===== config.mk =====
export PLATFORM = sky130hd
export DESIGN_NAME = clk_rst_seq_ctrl
export DESIGN_NICKNAME = d
export VERILOG_FILES = /design/src/rtl/clk_rst_seq_ctrl.sv
export SDC_FILE = /design/constraint.sdc
export NUM_CORES = 1
export LEC_CHECK = 0
export CAP_MARGIN = 10
export CORE_UTILIZATION = 45
export CTS_CLUSTER_SIZE = 10
export DETAILED_ROUTE_END_ITERATION = 8
export PLACE_DENSITY_LB_ADDON = 0.3
export SLEW_MARGIN = 20
export SYNTH_ARGS = -nofsm -noshare
export SYNTH_HDL_FRONTEND = slang
export SYNTH_SLANG_ARGS = --single-unit

===== constraint.sdc =====
create_clock -name clk -period 2.5 [get_ports clk]
set_clock_uncertainty 0.1 [all_clocks]
set_input_delay 0.5 -clock clk [delete_from_list [all_inputs] [get_ports clk]]
set_output_delay 0.5 -clock clk [all_outputs]
set_load 0.01 [all_outputs]

===== src/rtl/clk_rst_seq_ctrl.sv =====
// Reset sequencer and per-channel clock-enable generator.
// Ports: clk, arst_n, start_i, sw_rst_i, div_i -> rst_n_o, ch_en_o, ready_o, state_o.
module clk_rst_seq_ctrl #(
  parameter int NUM_CH      = 4,
  parameter int DIV_W       = 8,
  parameter int SYNC_STAGES = 2,
  parameter int HOLD_CYCLES = 16
) (
  input  logic                    clk,
  input  logic                    arst_n,
  input  logic                    start_i,
  input  logic                    sw_rst_i,
  input  logic [NUM_CH*DIV_W-1:0] div_i,
  output logic                    rst_n_o,
  output logic [NUM_CH-1:0]       ch_en_o,
  output logic                    ready_o,
  output logic [1:0]              state_o
);

  typedef enum logic [1:0] {
    ST_RESET = 2'd0,
    ST_HOLD  = 2'd1,
    ST_IDLE  = 2'd2,
    ST_RUN   = 2'd3
  } state_t;

  localparam int HW = $clog2(HOLD_CYCLES + 1);
  localparam logic [HW-1:0] HOLD_LAST =
    HW'(HOLD_CYCLES - 1);

  state_t                 state_q;
  state_t                 state_d;
  logic [HW-1:0]          hold_q;
  logic [HW-1:0]          hold_d;
  logic [SYNC_STAGES-1:0] sync_q;
  logic                   rst_q;
  logic [NUM_CH-1:0]      hit;

  // Reset release synchroniser: a 1 walks in
  // once arst_n is high.
  always_ff @(posedge clk or negedge arst_n) begin
    if (!arst_n) begin
      sync_q <= '0;
    end else begin
      sync_q <= {sync_q[SYNC_STAGES-2:0], 1'b1};
    end
  end

  always_ff @(posedge clk or negedge arst_n) begin
    if (!arst_n) begin
      state_q <= ST_RESET;
      hold_q  <= '0;
      rst_q   <= 1'b0;
    end else begin
      state_q <= state_d;
      hold_q  <= hold_d;
      rst_q   <= (state_d == ST_IDLE) ||
                 (state_d == ST_RUN);
    end
  end

  always_comb begin
    state_d = state_q;
    hold_d  = hold_q;
    unique case (state_q)
      ST_RESET: begin
        if (sync_q[SYNC_STAGES-1]) begin
          state_d = ST_HOLD;
          hold_d  = '0;
        end
      end
      ST_HOLD: begin
        if (sw_rst_i) begin
          hold_d = '0;
        end else if (hold_q == HOLD_LAST) begin
          state_d = ST_IDLE;
          hold_d  = '0;
        end else begin
          hold_d = hold_q + 1'b1;
        end
      end
      ST_IDLE: begin
        if (sw_rst_i) begin
          state_d = ST_HOLD;
          hold_d  = '0;
        end else if (start_i) begin
          state_d = ST_RUN;
        end
      end
      ST_RUN: begin
        if (sw_rst_i) begin
          state_d = ST_HOLD;
          hold_d  = '0;
        end else if (!start_i) begin
          state_d = ST_IDLE;
        end
      end
      default: begin
        state_d = ST_RESET;
        hold_d  = '0;
      end
    endcase
  end

  for (genvar ch = 0; ch < NUM_CH; ch++) begin : g_ch
    logic [DIV_W-1:0] cnt_q;
    logic [DIV_W-1:0] divq_q;
    logic [DIV_W-1:0] div_in;

    assign div_in  = div_i[ch*DIV_W +: DIV_W];
    // A zero ratio parks the channel.
    assign hit[ch] = (divq_q != '0) &&
                     (cnt_q == divq_q - 1'b1);

    // Ratio is only resampled at entry, wrap,
    // or while parked, so mid-period edits wait.
    always_ff @(posedge clk or negedge arst_n) begin
      if (!arst_n) begin
        cnt_q  <= '0;
        divq_q <= '0;
      end else if (state_d == ST_RUN) begin
        if (state_q != ST_RUN || hit[ch] ||
            divq_q == '0) begin
          cnt_q  <= '0;
          divq_q <= div_in;
        end else begin
          cnt_q <= cnt_q + 1'b1;
        end
      end else begin
        cnt_q <= '0;
      end
    end
  end

  // Decoded from flops only; the state term makes
  // an async reset kill pulses at once.
  assign ch_en_o = (state_q == ST_RUN) ? hit : '0;
  assign rst_n_o = rst_q;
  assign ready_o = (state_q == ST_IDLE) ||
                   (state_q == ST_RUN);
  assign state_o = state_q;

endmodule


==> flow_summary.json, run 1 <==
{
  "status": "finished, violations left",
  "failed_checks": "setup timing",
  "cp.arrival_ps": 2220,
  "peakVddDrop_mv": 0.2453,
  "fin_crit_sh_pct": 112.7,
  "syn2layout_area_growth_pct": 37.58,
  "startpoint_type": "flop",
  "syn-mean-instance-area_sq_um": 9.996,
  "max_freq_ghz": 0.3549,
  "cpPeakStageDelay_ps": 390,
  "timing.final.ws_setup_ps": -317.5,
  "worstSetupEndpointType": "primary output",
  "die_area_sq_um": 10260,
  "combPwrFrac_pct": 18.7,
  "cp.required_ps": 1900,
  "vias": 3839,
  "seqPwrFrac_pct": 46.7,
  "n_antenna_cell": 0,
  "use_met1_pct": 26.76,
  "synth_edf_count": 0,
  "drive_gt1_share_pct": 31.05,
  "synth_top_area_share_pct": 41.73,
  "min_period_ps": 2818,
  "cts_sinks": 74,
  "dp.cells": 682,
  "insertion_delay_ps": 340,
  "ys_top_cells_by_area": "dfrtp_1, xor2_1, xnor2_1",
  "htree_levels": 3,
  "routed_via_density": 5.392,
  "synthFlopType": "dfrtp_1",
  "drc": 0,
  "synth.largest_area_cell": "dfrtp_1",
  "finalHoldViolations": 0,
  "switching_share_pct": 25.90,
  "path_class": "flop to primary output",
  "rr_endpoint": "g_ch[1].divq_q[6]",
  "reg2reg_depth": 9,
  "top_usage_layer": "met2",
  "crit_fanout": 5,
  "net-switching-power_uw": 704.4,
  "antenna_left": 0,
  "cp_slowest_cell": "dfrtp_1",
  "hp-class": "flop to flop",
  "max_slew.worst_pin.slew_ps": 575.7,
  "placed_cell_area_sq_um": 5648,
  "grt_pass1_vias": 3814,
  "netlist_area_sq_um": 4438,
  "maxCapViolCount": 0,
  "hold_ws_ps": 257.2,
  "track_usage_pct": 21.37,
  "yosysSeqAreaShare_pct": 41.73,
  "finalSetupViolations": 20,
  "initial_utilization_pct": 47.14,
  "row_count": 35,
  "gp_congestion": 0.8997,
  "fp.dieW_microns": 101.3,
  "synth_most_common_cell": "dfrtp_1",
  "r2r-start": "g_ch[1].divq_q[4]",
  "grt_pass1_wl_mm": 17.33,
  "cts-root-buf": "clkbuf_8",
  "rsz0062_at_grt": "yes",
  "hold_depth": 0,
  "drt_first_iter_violations": 112,
  "use_met3_pct": 3.796,
  "clockBufferDepth": 2,
  "timing.slew.headroom_pct": 61.29,
  "ys_types": 57,
  "instances_no_fill": 712,
  "r2r_slack_ps": -110,
  "synth_common_cells": "dfrtp_1, nor2_1, xor2_1",
  "p_leak_uw": 0.002752,
  "cpMostUsedCell": "buf_4",
  "finalWirelength_mm": 10.36,
  "synth-async-reset-ratio_pct": 100.0,
  "internal_power_uw": 2015,
  "gr-total-overflow": 0,
  "slew_violations": 0,
  "cp_cell_sequence": "buf_4 -> buf_4 -> nor3_1 -> xnor2_1 -> o2111ai_2 -> nor4_4 -> nor3b_4 -> buf_2",
  "cts_tree": "yes",
  "ioPinCount": 44,
  "power.total_uw": 2719,
  "die_y_microns": 101.3,
  "postLayoutCoreUtil_pct": 64.85,
  "critPathCapture": "ch_en_o[0]",
  "yosys_warnings": 0,
  "dr.pass1.iters": 4,
  "syn_nets": 493,
  "grt_max_degree": 34,
  "antenna_found_initial": 0,
  "use_met2_pct": 37.73,
  "dp_hpwl_mm": 7.480,
  "nNetsFinal": 627,
  "coreArea_sq_um": 9415,
  "ys_ff_latch": 74,
  "clkPwrFrac_pct": 34.6,
  "port_buffers": 43,
  "clk_pin_slew_ps": 80,
  "final_area_sq_um": 6106,
  "wl_per_cell_microns": 14.54,
  "powerDensity_nw_per_um2": 445.3,
  "cts_buffers": 9,
  "startpoint": "g_ch[0].divq_q[2]",
  "synthCells": 444
}
cell type report:
class,instances,area (sq um)
Multi-Input combinational cell,336,2624
Clock inverter,4,51.30
Inverter,15,56.30
Fill cell,737,3309
Sequential cell,74,1853
Timing Repair Buffer,142,1215
Tap cell,129,161.4
Clock buffer,12,145.1
timing repair:
item	CTS	global route
pin swaps	25	15
setup endpoints to repair	28	40
hold buffers	1	0
endpoints found under the hold margin	12	0
gates resized for setup	48	16
buffers inserted	13	6
per-layer routing:
| metal | part of all wire (%) | vias to the layer above | routed length, microns |
|---|---|---|---|
| met4 | 1.1 | 0 | 119 |
| met2 | 49 | 85 | 5104 |
| met3 | 3.3 | 10 | 338 |
| met5 | 0 | - | 0 |
| li1 | - | 1870 | - |
| met1 | 46 | 1874 | 4793 |
power groups by stage:
stage          clock network, uW  registers [uW]  logic (uW)
5_1_grt                     1020            1270         553
6_report                     941            1270         509
3_3_place_gp                   0            1290         443
2_1_floorplan                  0            1290         233
3_5_place_dp                   0            1290         456
4_1_cts                      969            1270         494
cell usage in the layout (no fill, tap or decap), types with 4 or more instances in the layout:
cell | synthesis | layout
buf_12 | 0 | 4
buf_4 | 0 | 92
nand2_1 | 20 | 20
a31oi_1 | 15 | 14
ha_1 | 13 | 10
clkdlybuf4s50_1 | 0 | 38
nor2_1 | 42 | 40
dfrtp_1 | 74 | 73
o311ai_1 | 5 | 5
xor2_1 | 30 | 30
a21oi_1 | 11 | 10
nand4_1 | 11 | 11
inv_1 | 14 | 12
nand3_1 | 27 | 27
nor2b_1 | 6 | 6
and3_1 | 12 | 12
mux2_4 | 16 | 24
xnor2_1 | 28 | 26
clkbuf_8 | 0 | 10
nor3_1 | 14 | 11
or4_4 | 2 | 4
o22ai_1 | 4 | 4
buf_2 | 2 | 4
o21ai_0 | 15 | 13
worst min-delay path by stage:
stage	slack, ps	from	endpoint
6_report	260	sync_q[0]	sync_q[1]
5_1_grt	280	sync_q[0]	sync_q[1]
4_1_cts	260	sync_q[0]	sync_q[1]
3_5_place_dp	240	sync_q[0]	sync_q[1]
3_3_place_gp	240	sync_q[0]	sync_q[1]
2_1_floorplan	100	arst_n	g_ch[0].cnt_q[0]
registers in the layout (all words and copies together) (netlist names):
signal,flops
state_o,2
hold_q,5
rst_n_o,1
g_ch.cnt_q,32
sync_q,2
g_ch.divq_q,32
cells by family after synthesis:
family	synth area share (%)
xor+xnor	11.45
flops	41.73
compound gates	11.73
buf+inv	3.270
mux	7.669
simple gates	20.41
other cells	0.08450
fa+ha+maj	3.665
critical path: cells and delay by family (launching register included):
kind	cells	cell delay, ps
compound gates	1	170
xor+xnor	1	170
buf+inv	3	440
flops	1	390
simple gates	3	720
stage by stage:
| stage | worst slack (ps) | TNS, ps |
|---|---|---|
| 2_1_floorplan | -10.81 | -10.81 |
| 6_report | -317.5 | -1872 |
| 4_1_cts | -346.5 | -3261 |
| 3_5_place_dp | -364.5 | -2223 |
| 5_1_grt | -437.6 | -4088 |
| 3_3_place_gp | -348.2 | -1270 |
Note: power is estimated with default switching activity, not from simulation.
==> run 2, diff against run 1 <==
--- a/config.mk
+++ b/config.mk
@@ -6,7 +6,9 @@
 export NUM_CORES = 1
 export LEC_CHECK = 0
 export CAP_MARGIN = 10
-export CORE_UTILIZATION = 45
+export CELL_PAD_IN_SITES_DETAIL_PLACEMENT = 1
+export CELL_PAD_IN_SITES_GLOBAL_PLACEMENT = 2
+export CORE_UTILIZATION = 33
 export CTS_CLUSTER_SIZE = 10
 export DETAILED_ROUTE_END_ITERATION = 8
 export PLACE_DENSITY_LB_ADDON = 0.3
==> flow_summary.json, run 2 (synthesis results as in run 1) <==
{
  "n_antenna_cell": 0,
  "cts_tree": "yes",
  "crit_fanout": 2,
  "drive_gt1_share_pct": 33.05,
  "routed_via_density": 5.029,
  "maxCapViolCount": 0,
  "max_slew.worst_pin.slew_ps": 667.1,
  "clockBufferDepth": 2,
  "row_count": 42,
  "antenna_left": 0,
  "startpoint_type": "flop",
  "track_usage_pct": 19.10,
  "status": "finished, violations left",
  "layout_common_cells": "buf_4, dfrtp_1, clkdlybuf4s50_1",
  "rsz0062_at_grt": "yes",
  "mostFrequentLayoutCell": "buf_4",
  "cp_top_family": "simple AND/OR/NAND/NOR gates",
  "vias": 3822,
  "path_class": "flop to primary output",
  "powerDensity_nw_per_um2": 488.5,
  "die_y_microns": 118.0,
  "finalSetupViolations": 19,
  "cp.arrival_ps": 2280,
  "grt_pass1_vias": 4340,
  "p_leak_uw": 0.002812,
  "cp_cell_sequence": "or4_4 -> xor2_1 -> o31ai_1 -> nand4_1 -> nor3_2 -> buf_2",
  "ioPinCount": 44,
  "gp_congestion": 0.8018,
  "wl_per_cell_microns": 16.07,
  "cpPeakStageDelay_ps": 540,
  "initial_utilization_pct": 33.65,
  "cts-root-buf": "clkbuf_16",
  "insertion_delay_ps": 340,
  "gr-total-overflow": 0,
  "reg_top3": "g_ch.cnt_q: 32 flops, g_ch.divq_q: 32 flops, hold_q: 5 flops",
  "fin_crit_sh_pct": 115.3,
  "min_period_ps": 2881,
  "final_area_sq_um": 6320,
  "clk_pin_slew_ps": 60,
  "nFillCells": 1455,
  "port_buffers": 43,
  "cts_sinks": 74,
  "syn2layout_area_growth_pct": 42.40,
  "hold_ws_ps": 32.31,
  "failed_checks": "setup timing",
  "crit_buf_inv": 1,
  "cp_slowest_cell": "or4_4",
  "die_area_sq_um": 13920,
  "dr.pass1.iters": 4,
  "dp_hpwl_mm": 8.951,
  "placed_cell_area_sq_um": 5748,
  "peakVddDrop_mv": 0.2405,
  "worstSetupEndpointType": "primary output",
  "htree_levels": 3,
  "cp.required_ps": 1900,
  "timing.slew.headroom_pct": 55.15,
  "drt_first_iter_violations": 107,
  "slew_violations": 0,
  "max_freq_ghz": 0.3471,
  "tns_ps": -1424,
  "nNetsFinal": 628,
  "antenna_found_initial": 0,
  "grt_pass1_wl_mm": 21.29,
  "coreArea_sq_um": 13190,
  "finalHoldViolations": 0,
  "timing.final.ws_setup_ps": -381.4,
  "grt_max_degree": 39,
  "finalWirelength_mm": 12.21,
  "fp.dieW_microns": 118.0,
  "drc": 0,
  "hp-class": "input pin to asynchronous set/reset pin",
  "cts_buffers": 9
}
## run 2: where the power goes
part | internal (uW) | leakage, uW | switching (uW)
Sequential | 1240 | 0.000969 | 39.7
Combinational | 290 | 0.00169 | 221
Clock | 807 | 0.000152 | 494
## run 2: repair_timing
item / in CTS / in global routing
hold buffers: 0 / 0
setup buffers: 8 / 5
setup endpoints to repair: 36 / 36
gates resized for setup: 42 / 26
pin swaps: 18 / 13
## run 2: per-layer routing
metal | track usage [%] | vias up | wire [microns]
met1 | 22.87 | 1911 | 5544
met2 | 34.08 | 32 | 6256
met4 | 7.692 | 0 | 201
met5 | 0 | - | 0
met3 | 2.859 | 16 | 207
li1 | - | 1863 | -
## run 2: cell type report
cell class	instances	area [sq um]	share of cell area (%)
clock buffers	15	297.8	4.712
well taps	176	220.2	3.484
inverters	15	56.30	0.8909
flip-flops and latches	74	1856	29.36
multi-input cells	336	2666	42.19
repair buffers	143	1219	19.28
clock inverters	1	5.005	0.07919
## run 2: worst register-to-register path, cell delays in order, from the launching register on
cell	delay (ps)
dfrtp_1	370
or4_4	540
xor2_1	180
o31ai_1	280
nand4_1	180
buf_4	190
a21oi_4	140
buf_12	150
mux2_4	310
## run 2: path summary, 6_finish.rpt
path                                    from           endpoint  slack, ps  cells after the start
max reg2reg                g_ch[1].divq_q[5]  g_ch[1].divq_q[3]        -50                      8
min                                   arst_n  g_ch[3].divq_q[5]         30                      1
min reg2reg                        sync_q[0]          sync_q[1]        250                      0
max                        g_ch[1].divq_q[5]         ch_en_o[1]       -380                      6
max in group asynchronous             arst_n          sync_q[1]       1660                      2
min in group clk                   sync_q[0]          sync_q[1]        250                      0
## run 2: per-stage QoR
step | cells | utilization, % | total power [uW] | worst slack [ps]
floorplan | 444 | - | 1523 | -10.81
global placement | 735 | 43.58 | 1738 | -375.3
detailed placement | 735 | 43.58 | 1758 | -457.4
CTS | 757 | 47.13 | 3115 | -375.2
global route | 760 | 47.91 | 3236 | -491.3
finish | 760 | 47.91 | 3087 | -381.4
==> run 3, diff against run 2 <==
--- a/config.mk
+++ b/config.mk
@@ -9,6 +9,7 @@
 export CELL_PAD_IN_SITES_DETAIL_PLACEMENT = 1
 export CELL_PAD_IN_SITES_GLOBAL_PLACEMENT = 2
 export CORE_UTILIZATION = 33
+export CTS_CLUSTER_DIAMETER = 80
 export CTS_CLUSTER_SIZE = 10
 export DETAILED_ROUTE_END_ITERATION = 8
 export PLACE_DENSITY_LB_ADDON = 0.3
==> results of run 3 <==
No change in the layout: final DEF, timing and power equal those of run 2.
